===== src/rtl/reg_file_mp.sv =====
// Multi-read-port register file with a post-reset clear sweep and x0 hardwired to zero.
// Define REG_FILE_BYPASS_EN to forward a same-cycle write to matching read ports.
module reg_file_mp #(
  parameter int unsigned XLEN   = 32,
  parameter int unsigned ADDR_W = 5,
  parameter int unsigned NUM_RD = 2
) (
  input  logic                     clk,
  input  logic                     reset_n,
  input  logic                     write_en,
  input  logic [ADDR_W-1:0]        write_addr,
  input  logic [XLEN-1:0]          write_value,
  input  logic [NUM_RD*ADDR_W-1:0] rd_addr,
  output logic [NUM_RD*XLEN-1:0]   rd_data,
  output logic                     busy,
  output logic                     write_rej
);

  localparam int unsigned NREGS = 1 << ADDR_W;

  typedef enum logic {
    CLEAR = 1'b0,
    READY = 1'b1
  } state_t;

  state_t            state;
  state_t            next_state;
  logic [ADDR_W-1:0] clr_ptr;
  logic [ADDR_W-1:0] clr_ptr_next;
  logic              busy_next;
  logic              write_rej_next;
  logic [XLEN-1:0]   regs [NREGS];

  // Sweep control: last clear of NREGS-1 hands over to READY on the same edge.
  always_comb begin
    next_state     = state;
    clr_ptr_next   = clr_ptr;
    write_rej_next = 1'b0;
    case (state)
      CLEAR: begin
        clr_ptr_next   = clr_ptr + ADDR_W'(1);
        write_rej_next = write_en;
        if (clr_ptr == ADDR_W'(NREGS - 1)) begin
          next_state = READY;
        end
      end
      READY: begin
        next_state = READY;
      end
      default: begin
        next_state = CLEAR;
      end
    endcase
    busy_next = (next_state == CLEAR);
  end

  always_ff @(posedge clk or negedge reset_n) begin
    if (!reset_n) begin
      state     <= CLEAR;
      clr_ptr   <= ADDR_W'(1);
      busy      <= 1'b1;
      write_rej <= 1'b0;
    end else begin
      state     <= next_state;
      clr_ptr   <= clr_ptr_next;
      busy      <= busy_next;
      write_rej <= write_rej_next;
    end
  end

  // Storage has no reset; the sweep is the only thing that zeroes it.
  always_ff @(posedge clk) begin
    if (state == CLEAR) begin
      regs[clr_ptr] <= '0;
    end else if (write_en && (write_addr != '0)) begin
      regs[write_addr] <= write_value;
    end
  end

  function automatic logic [XLEN-1:0] read_port(input logic [ADDR_W-1:0] addr);
    logic [XLEN-1:0] value;
    value = '0;
    if ((state == READY) && (addr != '0)) begin
      value = regs[addr];
`ifdef REG_FILE_BYPASS_EN
      if (write_en && (write_addr == addr)) begin
        value = write_value;
      end
`endif
    end
    return value;
  endfunction

  // Independent combinational read ports.
  always_comb begin
    rd_data = '0;
    for (int unsigned i = 0; i < NUM_RD; i++) begin
      rd_data[i*XLEN +: XLEN] = read_port(rd_addr[i*ADDR_W +: ADDR_W]);
    end
  end

endmodule


===== config.mk =====
export PLATFORM = sky130hd
export DESIGN_NAME = reg_file_mp
export DESIGN_NICKNAME = d
export VERILOG_FILES = /design/src/rtl/reg_file_mp.sv
export SDC_FILE = /design/constraint.sdc
export NUM_CORES = 1
export LEC_CHECK = 0
export BUFFER_PORTS_ARGS = -buffer_cell sky130_fd_sc_hd__buf_2
export CORE_MARGIN = 8
export CORE_UTILIZATION = 56
export DETAILED_ROUTE_END_ITERATION = 8
export GPL_TIMING_DRIVEN = 0
export PLACE_DENSITY = 0.72
export RECOVER_POWER = 50
export REMOVE_ABC_BUFFERS = 1
export SYNTH_ARGS = -nofsm -noshare
export SYNTH_HDL_FRONTEND = slang
export SYNTH_SLANG_ARGS = --single-unit
export TNS_END_PERCENT = 30

===== constraint.sdc =====
create_clock -name clk -period 4.48 [get_ports clk]
set_input_delay 0.672 -clock clk [delete_from_list [all_inputs] [get_ports clk]]
set_output_delay 0.672 -clock clk [all_outputs]
set_load 0.01 [all_outputs]

# Word-level counts from Yosys, hierarchy flattened
# Memories as Yosys holds them, arrays and structs flattened.
# Cells that the tools add are included.
# W data, S select, Z words.
# totals
register_bits	8
mem_bits_rw	1024
inputBits	50
output_inout_bits	66
wordCells	28
n_memories	1
# memory_table
name	depth	width	read_ports	rd_clocked_by_memory_dff	write_ports	line_no	text
regs	32	32	2	0	1	32	logic [XLEN-1:0] regs [NREGS];
# classes
n_addsub	1
eq_ne	1
mux	12
bitwise_logic	2
n_reduce_logical	7
# ops
op	count
$mux W32	3
$reduce_or A32 Y1	1
$reduce_bool A5 Y1	3
$mux W1	7
$add A5 B1 Y5 const B	1
$eq A5 B5 Y1 const B	1
$mux W5	1
$logic_and A1 B1 Y1	3
$not A1 Y1	2
$pmux W1 S2	1

# Logic depth before layout (Yosys ltp)
# Gate-level depths: netlist of the first run.
# depth
depth_word	7
depth_mapped	9
mapped_depth_nobuf	5

# Worst setup path after synthesis of the first run
# No wires, ideal clock.
# synth_path
path_type	input port to flip-flop
start	in write_addr[4]
end	mem regs[25][0], enable pin
arrival_ps	3203
t_required_ps	4059
setup_slack_ps	856
cell_stages	5
cell_sequence	clkbuf_1 or4b_1 o31a_1 o22a_1 nor2_1
# synth_between
elab_chain_len	7
# synth_rtl
element	line_no	text
from (decl)	11	input logic [ADDR_W-1:0] write_addr,
$reduce_bool A5 Y1	75	end else if (write_en && (write_addr != '0)) begin
$logic_and A1 B1 Y1	75	
$mux W1	75	
$mux W1	73	if (state == CLEAR) begin
$mux W1 (not written as such)	76	regs[write_addr] <= write_value;
$reduce_or A32 Y1 (no line)	-	
$mux W5 (no line) / $mux W1 (equally long branches)	-	
to (decl)	32	
# Several ways; a longest one is shown, not always the timed one.

# Worst setup path in the final report of the first run
# layout_path
start	in rd_addr[2]
end	out rd_data[8]
# layout_between
elab_chain_len	3
# layout_rtl
element	line_no	text
from (decl)	13	input logic [NUM_RD*ADDR_W-1:0] rd_addr,
branches (longest 2 deep; another with $mem_v2 Z32 W32)	-	
$mux W32 *	83	if ((state == READY) && (addr != '0)) begin
to (decl)	14	output logic [NUM_RD*XLEN-1:0] rd_data,
# Every way passes the cells marked *.

==> results of run 1 <==
-- sequential cells by signal, indices dropped and copies added, names as in the netlist --
name / count
regs: 1024
clr_ptr: 5
busy: 1
state: 1
write_rej: 1
-- metal layers --
| layer | GRT usage, % | part of all wire (%) |
|---|---|---|
| met1 | 41.7 | 37 |
| met2 | 45.1 | 46 |
| met3 | 6.70 | 13 |
| met4 | 11.5 | 4.1 |
| met5 | 0 | 0 |
-- metrics by stage --
step	hold WS (ns)	total power, mW	cells
after floorplan	0.376	11.6	2168
after global placement	0.515	12.5	3427
after detailed placement	0.520	12.4	3520
after CTS	0.315	21.1	3722
after global routing	0.341	21.5	3728
final	0.339	21.1	3730
-- synthesized netlist by cell type, types with 3 or more instances --
| library cell | count |
|---|---|
| edfxtp_1 | 1024 |
| a2111oi_0 | 14 |
| a31oi_1 | 3 |
| a211oi_1 | 18 |
| a2111oi_2 | 15 |
| nand3_1 | 5 |
| o221ai_1 | 63 |
| nand3b_1 | 3 |
| buf_6 | 16 |
| a22o_1 | 32 |
| a211oi_2 | 15 |
| nor3_1 | 4 |
| nor2b_1 | 5 |
| nand2b_1 | 3 |
| o22ai_1 | 31 |
| xnor2_1 | 3 |
| a21oi_1 | 34 |
| clkbuf_1 | 95 |
| a22oi_1 | 30 |
| nand2_1 | 11 |
| and2_1 | 35 |
| buf_8 | 4 |
| o22a_1 | 35 |
| buf_2 | 70 |
| buf_4 | 13 |
| dfrtp_1 | 6 |
| mux2i_1 | 252 |
| mux4_2 | 450 |
| nor2_1 | 40 |
-- power by group --
group / internal [mW] / leakage, nW / total (mW) / switching (mW)
Clock: 5.10 / 1.69 / 8.81 / 3.72
Combinational: 0.637 / 6.62 / 1.60 / 0.960
Sequential: 10.7 / 10.7 / 10.7 / 0.00498
Total: 16.4 / 19.0 / 21.1 / 4.68
-- kinds of logic after synthesis --
logic type	count (synthesis)	synth area share, %
DFF	1032	64.6
adders and majority gates	2	0.0522
AOI/OAI and AO/OA	301	5.24
and+or+nand+nor	124	1.40
xor gates and xnor gates	3	0.0548
buffers and inverters	201	2.20
muxes	704	26.5
-- final cells by class --
type                       instances  share of cell area (%)
antenna                            3                  0.0138
clock buffer                     130                    5.12
clock inverter                    67                    1.21
inverter                           2                  0.0138
multi-input combinational       1135                    29.5
sequential                      1032                    57.0
tap                             1144                    2.63
timing repair buffer             217                    4.48
-- worst min path at each step --
stage / end / cells past startpoint / slack (ns)
2_1_floorplan: clr_ptr[1]$_DFFE_PN0N_ / 0 / 0.38
3_3_place_gp: write_rej$_DFF_PN0_ / 1 / 0.51
3_5_place_dp: write_rej$_DFF_PN0_ / 1 / 0.52
4_1_cts: write_rej$_DFF_PN0_ / 2 / 0.31
5_1_grt: write_rej$_DFF_PN0_ / 2 / 0.34
6_report: write_rej$_DFF_PN0_ / 2 / 0.34
-- timing repair --
item                                    CTS  global route
buffers inserted                          0             5
endpoints found under the setup margin   19             4
pin swaps                                 2             1
endpoints found under the hold margin     6             0
hold buffers                              1             0
gates resized for setup                   3             4
cloned                                    4             0
-- cell usage in the layout, fill, tap and decap left out, drive strengths merged, types with 3 or more instances in the layout --
cell type     instances
edfxtp             1024
mux4                450
mux2i               252
buf                 177
clkbuf              163
o221ai               63
clkinv               50
nor2                 40
o22a                 35
and2                 35
a21oi                34
a211oi               33
a22o                 32
o22ai                31
a22oi                30
a2111oi              30
bufinv               12
nand2                11
dfrtp                 6
nand3                 5
nor2b                 5
inv                   5
nor3                  4
diode                 3
nand3b                3
a31oi                 3
nand2b                3
xnor2                 3
bufbuf                3
dlymetal6s2s          3
==> results.sh, run 1 <==
export IMPL_run_status="finished, violations left"
export IMPL_failed_checks="max-capacitance violations, max-slew violations, negative setup slack"
export IMPL_die_extent_in_x_um=309
export IMPL_minimum_setup_slack_among_reg_to_reg_paths_ns=0.13
export IMPL_synth_cell_area_um2=47900
export IMPL_cts_root_to_sink_buffers=3
export IMPL_vdd_drop_max_uv=370
export IMPL_route_detailed_drc=0
export IMPL_grt_ovf=0
export IMPL_vias_per_cell=7.45
export IMPL_worst_setup_path_endpoint="rd_data[8]"
export IMPL_synth_top_cells_by_area="edfxtp_1 (64%), mux4_2 (21%), mux2i_1 (5.3%)"
export IMPL_critical_path_slowest_cell="or3b_2"
export IMPL_yosys_cell_types_count=56
export IMPL_finish_instance_area_um2=54300
export IMPL_cts_sinks=1032
export IMPL_yosysSeqAreaShare_pct=64.6
export IMPL_setup_tns_final_ns=-0.0247
export IMPL_timing_critical_path_from="rd_addr[2]"
export IMPL_starting_density_of_the_core_pct=56.4
export IMPL_worstPathBufferInverterCount=4
export IMPL_clockRootBuffer="clkbuf_16"
export IMPL_dominant_delay_contributor_by_cell_family_on_the_critical_path="buffers and inverters"
export IMPL_grtUsageTotal_pct=29.5
export IMPL_area_taken_by_multi_input_logic_gates_um2=16100
export IMPL_ios=116
export IMPL_yosysTopAreaCellShare_pct=64.2
export IMPL_design_core_area_um2=85000
export IMPL_detailroute_via_count=27779
export IMPL_start_kind="input pin"
export IMPL_worst_slew_margin_rel_pct=-63.9
export IMPL_iter_0_drt_violations=3982
export IMPL_die_height_um=309
export IMPL_ys_ff_latch=1032
export IMPL_postLayoutCoreUtil_pct=63.9
export IMPL_worstSetupPathType="input pin to output pin"
export IMPL_worst_slew_pin_slew_ns=2.45
export IMPL_cellPowerDensity_nw_per_um2=388
export IMPL_worstHoldStart="write_en"
export IMPL_i_o_buffers=115
export IMPL_grt_max_degree=94
export IMPL_grt_antenna_before_repair=4
export IMPL_post_place_instance_area_um2=51500
export IMPL_clock_latency_ns=0.68
export IMPL_worst_endpoint_arrival_ns=3.83
export IMPL_num_rows=107
export IMPL_hold_violations=0
export IMPL_final_setup_viol_count=1
export IMPL_timing_rr_start="clr_ptr[4]$_DFFE_PN0N_"
export IMPL_grt_pass1_vias=28700
export IMPL_leakagePower_nw=19.0
export IMPL_hpwl_mm=84.8
export IMPL_final_critical_path_setup_slack_ns=-0.0247
export IMPL_critical_path_cell_count=8
export IMPL_grt_pass1_wl_mm=203
export IMPL_cp_cell_sequence="buf_8 -> buf_16 -> or3b_2 -> buf_12 -> o22ai_1 -> a2111oi_1 -> a211oi_1 -> buf_2"
export IMPL_die_area_um2=95200
export IMPL_cts_tree="done"
export IMPL_layout_filler_cells=5565
export IMPL_cts_buffers=105
export IMPL_ant_nets=0
export IMPL_place_congestion=0.748
export IMPL_syn2layout_area_growth_pct=13.4
export IMPL_synthArstFlopShare_pct=0.775
export IMPL_rr_worst_depth=6
export IMPL_maxCapViolations=21
export IMPL_critical_path_required_ns=3.81
export IMPL_synth_area_leader_cell="edfxtp_1"
export IMPL_nets=2545
export IMPL_slowest_delay_ns=0.76
export IMPL_dpl_worst_slack_ns=-0.640
export IMPL_synth_enable_flop_cells=1024
export IMPL_timing_fmax_mhz=222
export IMPL_ctsHtreeMaxLevel=3
export IMPL_timing_critical_path_to_type="output pin"
export IMPL_routed_wirelength_mm=141
export IMPL_rsz0062_at_grt="no"
export IMPL_hp_class="input pin to flop"
export IMPL_worst_path_max_fanout=86
export IMPL_regArea_um2=31000
export IMPL_report_final_slew_viol_count=272
export IMPL_dr_pass1_iters=8
export IMPL_clk_pin_slew_worst_paths_ns=0.06
export IMPL_skew_ns=0.0307
export IMPL_synth_top_flop_cell="edfxtp_1"
export IMPL_post_route_period_util_pct=101
export IMPL_final_min_clock_period_ns=4.50
export IMPL_synthCells=2367
export IMPL_wl_per_cell_um=37.7
export IMPL_yosys_warnings=0
export IMPL_critical_path_reg2reg_endpoint="regs[25][19]$_DFFE_PP_"
export IMPL_layout_drive_gt1_share_pct=33.8
export IMPL_syn_avg_cell_area_um2=20.2
(Power assumes the default switching activity.)
==> run 2, diff against run 1 <==
--- a/config.mk
+++ b/config.mk
@@ -6,6 +6,7 @@
 export NUM_CORES = 1
 export LEC_CHECK = 0
 export BUFFER_PORTS_ARGS = -buffer_cell sky130_fd_sc_hd__buf_2
+export CORE_ASPECT_RATIO = 1.75
 export CORE_MARGIN = 8
 export CORE_UTILIZATION = 56
 export DETAILED_ROUTE_END_ITERATION = 8
==> run 2 against run 1 <==
  * The run still ends with max-capacitance violations, max-slew violations, negative setup slack left
  * Power shrank 3.1%
  * Cell area shrank 0.60%
  * Sequential power is essentially flat
  * Register-to-register slack lost 0.04 ns
  * Flip-flop and latch count is the same
  * Setup slack gained 0.0051 ns
  * Highest routed layer unchanged
  * Critical path depth is the same
  * Non-clock buffer count shrank 7
  * Via count shrank 0.66%
==> results.sh, run 2 (synthesis results as in run 1) <==
export IMPL_grtUsageTotal_pct=29.7
export IMPL_worstSetupPathType="input pin to output pin"
export IMPL_timing_fmax_mhz=222
export IMPL_run_status="finished, violations left"
export IMPL_postLayoutCoreUtil_pct=63.3
export IMPL_grt_pass1_wl_mm=204
export IMPL_slowest_delay_ns=0.86
export IMPL_hp_class="input pin to flop"
export IMPL_critical_path_slowest_cell="nor3_1"
export IMPL_start_kind="input pin"
export IMPL_rsz0062_at_grt="no"
export IMPL_net_switching_power_mw=4.49
export IMPL_largestRegisters="regs: 1024 flops, clr_ptr: 5 flops"
export IMPL_design_core_area_um2=85300
export IMPL_failed_checks="max-capacitance violations, max-slew violations, negative setup slack"
export IMPL_worst_slew_pin_slew_ns=2.24
export IMPL_leakagePower_nw=18.8
export IMPL_cts_tree="done"
export IMPL_maxCapViolations=18
export IMPL_iter_0_drt_violations=3450
export IMPL_cts_root_to_sink_buffers=3
export IMPL_cellPowerDensity_nw_per_um2=378
export IMPL_final_min_clock_period_ns=4.50
export IMPL_place_congestion=0.777
export IMPL_die_extent_in_x_um=237
export IMPL_grt_max_degree=90
export IMPL_routed_wirelength_mm=142
export IMPL_vdd_drop_max_uv=294
export IMPL_cts_buffers=89
export IMPL_clk_pin_slew_worst_paths_ns=0.07
export IMPL_clockRootBuffer="clkbuf_16"
export IMPL_die_height_um=403
export IMPL_cpMostUsedCell="buf_16"
export IMPL_nets=2523
export IMPL_finish_instance_area_um2=54000
export IMPL_final_common_cell="edfxtp_1"
export IMPL_final_setup_viol_count=2
export IMPL_route_detailed_drc=0
export IMPL_hpwl_mm=84.7
export IMPL_timing_critical_path_to_type="output pin"
export IMPL_dr_pass1_iters=5
export IMPL_cts_setup_buffers=0
export IMPL_syn2layout_area_growth_pct=12.7
export IMPL_ctsHtreeMaxLevel=3
export IMPL_skew_ns=0.0411
export IMPL_grt_ovf=0
export IMPL_cts_sinks=1032
export IMPL_num_rows=142
export IMPL_detailroute_via_count=27596
export IMPL_seq_power_share_pct=52.2
export IMPL_worst_slew_margin_rel_pct=-49.9
export IMPL_final_critical_path_setup_slack_ns=-0.0195
export IMPL_post_place_instance_area_um2=51400
export IMPL_report_final_slew_viol_count=231
export IMPL_post_route_period_util_pct=100
export IMPL_die_area_um2=95600
export IMPL_ant_nets=0
export IMPL_grt_pass1_vias=29371
export IMPL_layout_drive_gt1_share_pct=33.3
export IMPL_p_int_mw=15.9
export IMPL_critical_path_required_ns=3.81
export IMPL_swShare_pct=22.0
export IMPL_worst_path_max_fanout=75
export IMPL_largest_reg_flops=1024
export IMPL_clock_latency_ns=0.70
export IMPL_grt_antenna_before_repair=3
export IMPL_i_o_buffers=115
export IMPL_mostFrequentLayoutCells="edfxtp_1 (1,024), mux4_2 (450), mux2i_1 (252)"
export IMPL_power_share_combinational_pct=7.9
export IMPL_regMostFlops="regs"
export IMPL_wl_per_cell_um=39.2
export IMPL_ios=116
export IMPL_hold_violations=0
export IMPL_worst_endpoint_arrival_ns=3.83
export IMPL_vias_per_cell=7.62
export IMPL_starting_density_of_the_core_pct=56.2
export IMPL_power_frac_clock_pct=40.0
export IMPL_cp_cell_sequence="buf_12 -> buf_16 -> buf_16 -> nor3_1 -> or4b_4 -> o22a_1 -> o221ai_1 -> buf_2"
## run 2: cell count changes in the layout (fill, tap and decap cells not counted), moves of 4 or more
cell        change
clkbuf_2        -9
buf_4           -5
nor2_2          +4
a2111oi_1       +6
buf_16          +6
a2111oi_0       -6
clkinv_2       -13
clkbuf_1       -10
clkbuf_16      -14
clkinvlp_4      +4
## run 2: metrics by stage
| stage | cells | TNS (ns) | total power, mW | hold slack (ns) | setup WS [ns] |
|---|---|---|---|---|---|
| 5_1_grt | 3621 | 0 | 20.8 | 0.303 | 0.00751 |
| 4_1_cts | 3621 | -0.0478 | 20.5 | 0.261 | -0.0478 |
| 3_5_place_dp | 3451 | -9.60 | 12.4 | 0.523 | -0.621 |
| 3_3_place_gp | 3363 | -4583.02 | 12.5 | 0.517 | -18.67 |
| 2_1_floorplan | 2168 | -15.64 | 11.6 | 0.376 | -0.634 |
| 6_report | 3622 | -0.0353 | 20.4 | 0.308 | -0.0195 |
## run 2: repair_timing
item                                    CTS  global route
endpoints found under the setup margin   49             6
endpoints found under the hold margin     7             0
pin swaps                                 2             1
hold buffers                              1             0
gates resized for setup                   8             5
cloned                                    8             0
## run 2: critical path, delay by kind of cell
family | cells | cell delay [ns]
AOI/OAI and AO/OA | 2 | 0.58
and+or+nand+nor | 2 | 1.46
buffers and inverters | 4 | 0.92
## run 2: path summary, 6_finish.rpt
| kind | from | end | slack (ns) | depth (start not counted) |
|---|---|---|---|---|
| max in group asynchronous | reset_n | busy$_DFF_PN1_ | 3.71 | 2 |
| min in group asynchronous | reset_n | clr_ptr[4]$_DFFE_PN0N_ | 0.42 | 2 |
| hold reg to reg | clr_ptr[0]$_DFFE_PN1N_ | clr_ptr[0]$_DFFE_PN1N_ | 0.54 | 1 |
| setup reg to reg | state$_DFF_PN0_ | regs[5][11]$_DFFE_PP_ | 0.09 | 5 |
| hold / removal | write_en | write_rej$_DFF_PN0_ | 0.31 | 2 |
| setup / recovery | rd_addr[6] | rd_data[38] | -0.02 | 8 |
## run 2: metal layers
| layer | track usage (%) | up-vias | part of all wire (%) |
|---|---|---|---|
| li1 | - | 10630 | - |
| met5 | 0 | - | 0 |
| met3 | 5.75 | 463 | 9.7 |
| met4 | 15.9 | 0 | 5.7 |
| met2 | 49.6 | 1882 | 51 |
| met1 | 36.5 | 14621 | 34 |
## run 2: final cells by class
cell class / count / area, um2
well taps: 1080 / 1350
multi-input cells: 1136 / 16100
clock inverters: 55 / 648
inverters: 2 / 7.51
clock buffers: 106 / 2380
diodes: 1 / 2.50
fillers: 5638 / 31300
repair buffers: 210 / 2600
flip-flops and latches: 1032 / 31000
## run 2: power by group through the flow
stage	registers (mW)	logic, mW	clock network [mW]
2_1_floorplan	10.9	0.752	0
3_3_place_gp	10.9	1.68	0
6_report	10.7	1.61	8.16
4_1_cts	10.6	1.63	8.21
5_1_grt	10.6	1.68	8.51
3_5_place_dp	10.9	1.58	0
